===== src/rtl/sat_counter.sv =====
// Saturating up-counter: holds at all-ones instead of wrapping.
// Used for statistics counters that must never roll back to small values.
module sat_counter #(
  parameter int W = 32
) (
  input  logic         clk,
  input  logic         rst_n,
  input  logic         inc,
  input  logic         clr,
  output logic [W-1:0] q
);

  always_ff @(posedge clk or negedge rst_n) begin
    if (!rst_n) begin
      q <= '0;
    end else if (clr) begin
      q <= '0;
    end else if (inc && (q != {W{1'b1}})) begin
      q <= q + 1'b1;
    end
  end

endmodule


===== config.mk =====
export PLATFORM = sky130hd
export DESIGN_NAME = sat_counter
export DESIGN_NICKNAME = d
export VERILOG_FILES = /design/src/rtl/sat_counter.sv
export SDC_FILE = /design/constraint.sdc
export NUM_CORES = 1
export LEC_CHECK = 0
export CORE_UTILIZATION = 51
export CTS_CLUSTER_SIZE = 12
export DETAILED_ROUTE_END_ITERATION = 8
export GPL_TIMING_DRIVEN = 0
export PLACE_DENSITY = 0.78
export RECOVER_POWER = 50
export SYNTH_ARGS = -nofsm -noshare
export SYNTH_HDL_FRONTEND = slang
export SYNTH_SLANG_ARGS = --single-unit

===== constraint.sdc =====
create_clock -name clk -period 2.4 [get_ports clk]
set_input_delay 0.48 -clock clk [delete_from_list [all_inputs] [get_ports clk]]
set_output_delay 0.48 -clock clk [all_outputs]
set_load 0.01 [all_outputs]

==> summary.md, run 1 <==
| Metric | Value |
|---|---|
| Status | finished with violations |
| Failing checks | max-capacitance violations, max-slew violations |
| Static Leak | around 0.98 nW |
| FF+latch count, synth | 32 |
| Final ANT Viol Nets | 0 |
| Reg2Reg Depth | 8 |
| Post-synth EDFFs | 0 |
| Worst R2R Start | q[0]$_DFFE_PN0P_ |
| Fmax | between 0.4 and 0.5 GHz |
| Max FFs per register | 32 |
| Final setup violation count | 0 |
| CTS tree | done |
| 1st-pass router iterations | 4 |
| Commonest non-fill, non-tap cells in the layout | dfrtp_1, nor2_1, clkdlybuf4s50_1, dlygate4sd3_1, nand3_1 |
| Hold_ws | 0.5857 ns |
| Clk_lat worst skew | between 0.3 and 0.4 ns |
| Max-cap violation count | 1 |
| Total Wirelength | approximately 4100 µm |
| CTS Buf Count | 5 |
| Commonest non-fill, non-tap cell in the layout | dfrtp_1 |
| Top flop regs | q x32 |
| Setup crit start kind | register |
| Worst Path Class, Setup | register to register |
| PD cells | between 300 and 400 nW/µm² |
| Initial Util | 0.5429 |
| Syn nets | 203 |
| Global-route wire length before repair | 7265 µm |
| Final number of hold-violating endpoints | 0 |
| Placed cell area | approximately 2300 µm² |
| Final Wtd Congestion | about 0.83 |
| Die X-Extent | between 60 and 70 µm |
| Reg2Reg Setup Slack | 0.21 ns |
| Crit end category | register |
| # diodes | 0 |
| FP Rows | 21 |
| Capture point of the worst reg-to-reg path | q[15]$_DFFE_PN0P_ |
| Largest Register | q |
| Crit path DAT | roughly 2.5 ns |
| Chip height | around 62 µm |
| Hold WC Path Type | primary input to asynchronous set/reset pin |
| Worst-Margin Slew | about 1.7 ns |
| Worst Path Required | about 2.7 ns |
| Fillers | about 290 |
| Vias | ~1600 |
| Post-CTS setup repair buffer count | 0 |
| Fin. max-slew vios | 33 |
| Worst slew margin | -0.1533 |
| Total track usage | 0.2402 |
| RSZ-0062 raised after global routing | no |
| Root buf cell | clkbuf_4 |
| Multi-input gate area | 1003 µm² |
| Largest net degree at the start of global routing | 33 |
| Worst vdd ir | around 320 µV |
| Cell Area, Synth | roughly 1900 µm² |
| DR iter-0 viols | between 60 and 70 |
| Final Skew | approximately 0.0063 ns |
| H-tree depth | 2 |
| Antenna violations before repair | 0 |
| Drt wl/cell | between 10 and 15 µm |
| Vias per Instance | 5.641 |
| Design Power | roughly 0.93 mW |
| Final Cell Area | between 2000 and 2500 µm² |
| Reg clk slew, reported paths | about 0.1 ns |
| Syn_area_per_cell | roughly 9.4 µm² |
| Share of the yosys chip area belonging to registers | 0.4318 |
| Period minus WS final | about 2.2 ns |
| Crit path max fanout | 10 |
| Core area | between 3000 and 4000 µm² |
| Critical Path Start | q[0]$_DFFE_PN0P_ |
| Prevailing post-synth register cell | dfrtp_1 |
| Synthesis Warnings | 0 |
| Clock Tree Buf Depth | 2 |
| Storage cell area | around 800 µm² |
| Mapped Cells | just under 200 |
| Area delta synth->final | 25.30% |
| Full die area | between 3000 and 4000 µm² |
| Asr flop ratio synth | 1.000 |
| Synth unique cells | between 40 and 50 |
| Layout cell share with drive strength beyond 1 | 0.1037 |
| Crit path capture | q[15]$_DFFE_PN0P_ |
| Drt drc | 0 |
| Post-DP HPWL | 2883 µm |
| Final net count | roughly 250 |
| Congestion Overflow GR | 0 |
| Clk sink count | 32 |
| IO Pins | 36 |
| Vias in the first global route | between 1500 and 2000 |
| Period utilisation layout | 0.9131 |
| PortBufs | 35 |
## worst min path at each step
| stage | startpoint | endpoint | slack [ns] |
|---|---|---|---|
| 6_report | rst_n | q[12]$_DFFE_PN0P_ | 0.59 |
| 5_1_grt | q[25]$_DFFE_PN0P_ | q[25]$_DFFE_PN0P_ | 0.63 |
| 4_1_cts | rst_n | q[12]$_DFFE_PN0P_ | 0.20 |
| 3_5_place_dp | rst_n | q[12]$_DFFE_PN0P_ | 0.57 |
| 3_3_place_gp | q[25]$_DFFE_PN0P_ | q[25]$_DFFE_PN0P_ | 0.57 |
| 2_1_floorplan | rst_n | q[0]$_DFFE_PN0P_ | 0.18 |
## critical path, cell delays in order, from the launching register on
cell and delay [ns]:
dfrtp_1 0.44, ha_1 0.24, nand4_1 0.28, nor4_4 0.32
a21o_1 0.16, buf_2 0.21, buf_4 0.21, o21ai_0 0.12
a21oi_1 0.14
## synth_stat cells (all sizes together), types with 4 or more instances
cell type,count,area share
clkbuf,4,0.0081
nand3,13,0.038
nand2,11,0.022
nor4,7,0.038
nor2,26,0.053
and3,8,0.030
or3,5,0.017
mux2,6,0.038
nor3,4,0.011
a211oi,5,0.020
nand4,7,0.027
nor2b,6,0.020
xnor2,10,0.047
a21oi,11,0.030
dfrtp,32,0.43
inv,7,0.014
o21ai,4,0.011
## metrics by stage
step / setup TNS, ns / utilization / cells / setup slack (ns)
2_1_floorplan: 0 / - / 198 / 0.4099
3_3_place_gp: -0.4410 / 0.6623 / 279 / -0.1461
3_5_place_dp: -0.3984 / 0.6608 / 279 / -0.1133
4_1_cts: 0 / 0.6780 / 287 / 0.1759
5_1_grt: 0 / 0.6802 / 287 / 0.03798
6_report: 0 / 0.6802 / 287 / 0.2085
## kinds of logic (layout without fill, tap and decap cells)
logic type               count (synthesis)  after routing  synth area share
flip-flops                              32             32            0.4318
multiplexers                             7              7           0.04386
AND/OR/NAND/NOR                         99             99            0.3050
buffers and inverters                   14             57           0.03172
XOR/XNOR                                13             13           0.06140
adder cells (fa/ha/maj)                  1              1          0.006747
AO/OA/AOI/OAI                           32             32            0.1194
## metal layers
| metal | vias up | part of all wire | track usage |
|---|---|---|---|
| met5 | - | 0 | 0 |
| met1 | 766 | 0.49 | 0.3215 |
| met3 | 8 | 0.041 | 0.04412 |
| met4 | 0 | 0.016 | 0.1105 |
| met2 | 47 | 0.45 | 0.3777 |
| li1 | 798 | - | - |
## report_power, final
part / internal [mW] / total, mW / switching, mW / leakage [nW]
Combinational: 0.0187 / 0.0535 / 0.0348 / 0.504
Clock: 0.144 / 0.327 / 0.183 / 0.0326
Sequential: 0.542 / 0.547 / 0.00522 / 0.446
## repair_timing
item,4_1_cts,5_1_grt
gates resized for setup,0,1
hold buffers,0,0
setup endpoints to repair,0,7
## final cells by class
class | instances | share of cell area
Multi-Input combinational cell | 152 | 0.4319
Sequential cell | 32 | 0.3446
Timing Repair Buffer | 35 | 0.1481
Clock buffer | 8 | 0.02531
Tap cell | 46 | 0.02477
Buffer | 7 | 0.01400
Inverter | 7 | 0.01131
Note: power is estimated with default switching activity, not from simulation.
==> run 2, diff against run 1 <==
CORE_UTILIZATION = 40   (was 51)
PLACE_DENSITY = 0.63   (was 0.78)
==> run 2 against run 1 <==
Net effect: the flow still finishes with violations (max-capacitance violations, max-slew violations); clock power grew 74%; maximum frequency down 3.1%; final cell count rose by 2.1%; total power up 26%; first-iteration DRC count increased by 15%; hold slack better by 0.0073 ns; routed wire length up 4.0%; via count fell by 0.49%.
==> summary.md, run 2 (synthesized netlist as in run 1, its figures left out) <==
| Metric | Value |
|---|---|
| Setup TNS | 0 ns |
| Commonest non-fill, non-tap cells in the layout | dfrtp_1, nor2_1, clkdlybuf4s50_1, dlygate4sd3_1, nand3_1 |
| Full die area | approximately 4900 µm² |
| Crit path max fanout | 10 |
| Vias per Instance | between 5 and 6 |
| PD cells | about 500 nW/µm² |
| Top flop regs | q x32 |
| Drt wl/cell | around 14 µm |
| Largest Register | q |
| Initial Util | 0.4201 |
| Worst-Margin Slew | approximately 1.8 ns |
| Reg clk slew, reported paths | approximately 0.070 ns |
| Final number of hold-violating endpoints | 0 |
| Clk_lat worst skew | about 0.28 ns |
| Hold_ws | 0.5930 ns |
| Root buf cell | clkbuf_8 |
| DR iter-0 viols | between 70 and 80 |
| Worst Path Required | around 2.6 ns |
| Vias | between 1500 and 2000 |
| # diodes | 0 |
| CTS Buf Count | 5 |
| Clk sink count | 32 |
| CP max stage cell | clkdlybuf4s50_1 |
| Post-DP HPWL | 3011 µm |
| Max FFs per register | 32 |
| CTS tree | done |
| Worst Path Class, Setup | primary input to register |
| Area delta synth->final | 29.35% |
| Post-Route Utilization | 0.5434 |
| Core area | approximately 4400 µm² |
| Crit path DAT | 2.43 ns |
| Commonest non-fill, non-tap cell in the layout | dfrtp_1 |
| Status | finished with violations |
| Crit path largest cell delay | 0.53 ns |
| Chip height | 70.09 µm |
| Crit end category | register |
| Period utilisation layout | 0.9426 |
| Layout cell share with drive strength beyond 1 | 0.1120 |
| FP Rows | 24 |
| Worst slew margin | -0.1733 |
| Final Wtd Congestion | ~0.8 |
| Total track usage | 0.1890 |
| Static Leak | roughly 1.0 nW |
| Setup crit start kind | primary input |
| Fin. max-slew vios | 33 |
| Final ANT Viol Nets | 0 |
| PortBufs | 35 |
| Worst vdd ir | 244.1 µV |
| H-tree depth | 2 |
| Period minus WS final | 2.262 ns |
| Clock Tree Buf Depth | 2 |
| RSZ-0062 raised after global routing | no |
| Hold WC Path Type | register to register |
| Max-cap violation count | 1 |
| Drt drc | 0 |
| Congestion Overflow GR | 0 |
| Failing checks | max-capacitance violations, max-slew violations |
| Final Skew | about 0.0021 ns |
| Antenna violations before repair | 0 |
| Final setup violation count | 0 |
| Cell Chain, Critical Path | clkdlybuf4s50_1 -> and3_1 -> nand4_1 -> a21o_1 -> buf_2 -> nor4_1 -> mux2_2 |
| Largest net degree at the start of global routing | 33 |
| 1st-pass router iterations | 4 |
| Global-route wire length before repair | approximately 7300 µm |
| Vias in the first global route | around 1500 |
| Die X-Extent | 70.09 µm |
| Final net count | between 200 and 250 |
| IO Pins | 36 |
| Total Wirelength | approximately 4200 µm |
| Fmax | ~0.44 GHz |
[run 2: cell types whose count changed in the layout (fill, tap and decap cells not counted), sizes merged]
cell,change
bufinv,+1
clkbuf,-1
[run 2: repair_timing]
item | 4_1_cts | 5_1_grt
endpoints found under the setup margin | 0 | 8
setup buffers | 0 | 0
gates resized for setup | 0 | 1
hold buffers | 0 | 0
[run 2: path summary, 6_finish.rpt]
path	to	from	slack, ns	cells past startpoint
setup / recovery	q[29]$_DFFE_PN0P_	inc	0.14	7
hold / removal	q[30]$_DFFE_PN0P_	q[30]$_DFFE_PN0P_	0.59	2
setup reg to reg	q[29]$_DFFE_PN0P_	q[0]$_DFFE_PN0P_	0.22	7
hold reg to reg	q[30]$_DFFE_PN0P_	q[30]$_DFFE_PN0P_	0.59	2
max in group asynchronous	q[15]$_DFFE_PN0P_	rst_n	0.73	1
min in group asynchronous	q[2]$_DFFE_PN0P_	rst_n	0.66	1
[run 2: layer usage]
metal	wire length [µm]	vias up	share of wire	GRT usage
met5	0	-	0	0
met4	53	0	0.013	0.05333
met3	133	5	0.031	0.04618
met2	1891	27	0.45	0.2853
met1	2156	780	0.51	0.2691
li1	-	799	-	-
[run 2: area by class of cell]
type | instances | area [µm²]
multi-input combinational | 152 | 1003
timing repair buffer | 35 | 344.1
clock buffer | 7 | 96.34
clock inverter | 1 | 30.03
sequential | 32 | 800.8
fill | 422 | 2016
inverter | 7 | 26.28
tap | 52 | 65.06
buffer | 7 | 32.53
[run 2: metrics by stage]
stage,std cells,worst slack (ns),area [µm²],total power [mW]
floorplan,198,0.4099,1854,0.5827
global placement,285,-0.1487,2270,0.6141
detailed placement,285,-0.1523,2265,0.6143
CTS,293,0.1400,2391,1.185
global route,293,0.01351,2399,1.212
finish,293,0.1377,2399,1.170
[run 2: critical path: cells and delay by family]
kind	cells	cell delay (ns)
mux	1	0.37
buf+inv	2	0.70
simple gates	3	0.71
compound gates	1	0.16
[run 2: report_power, final]
group          switching, mW  internal, mW
Clock                  0.202         0.366
Combinational         0.0351        0.0188
Sequential           0.00484         0.543
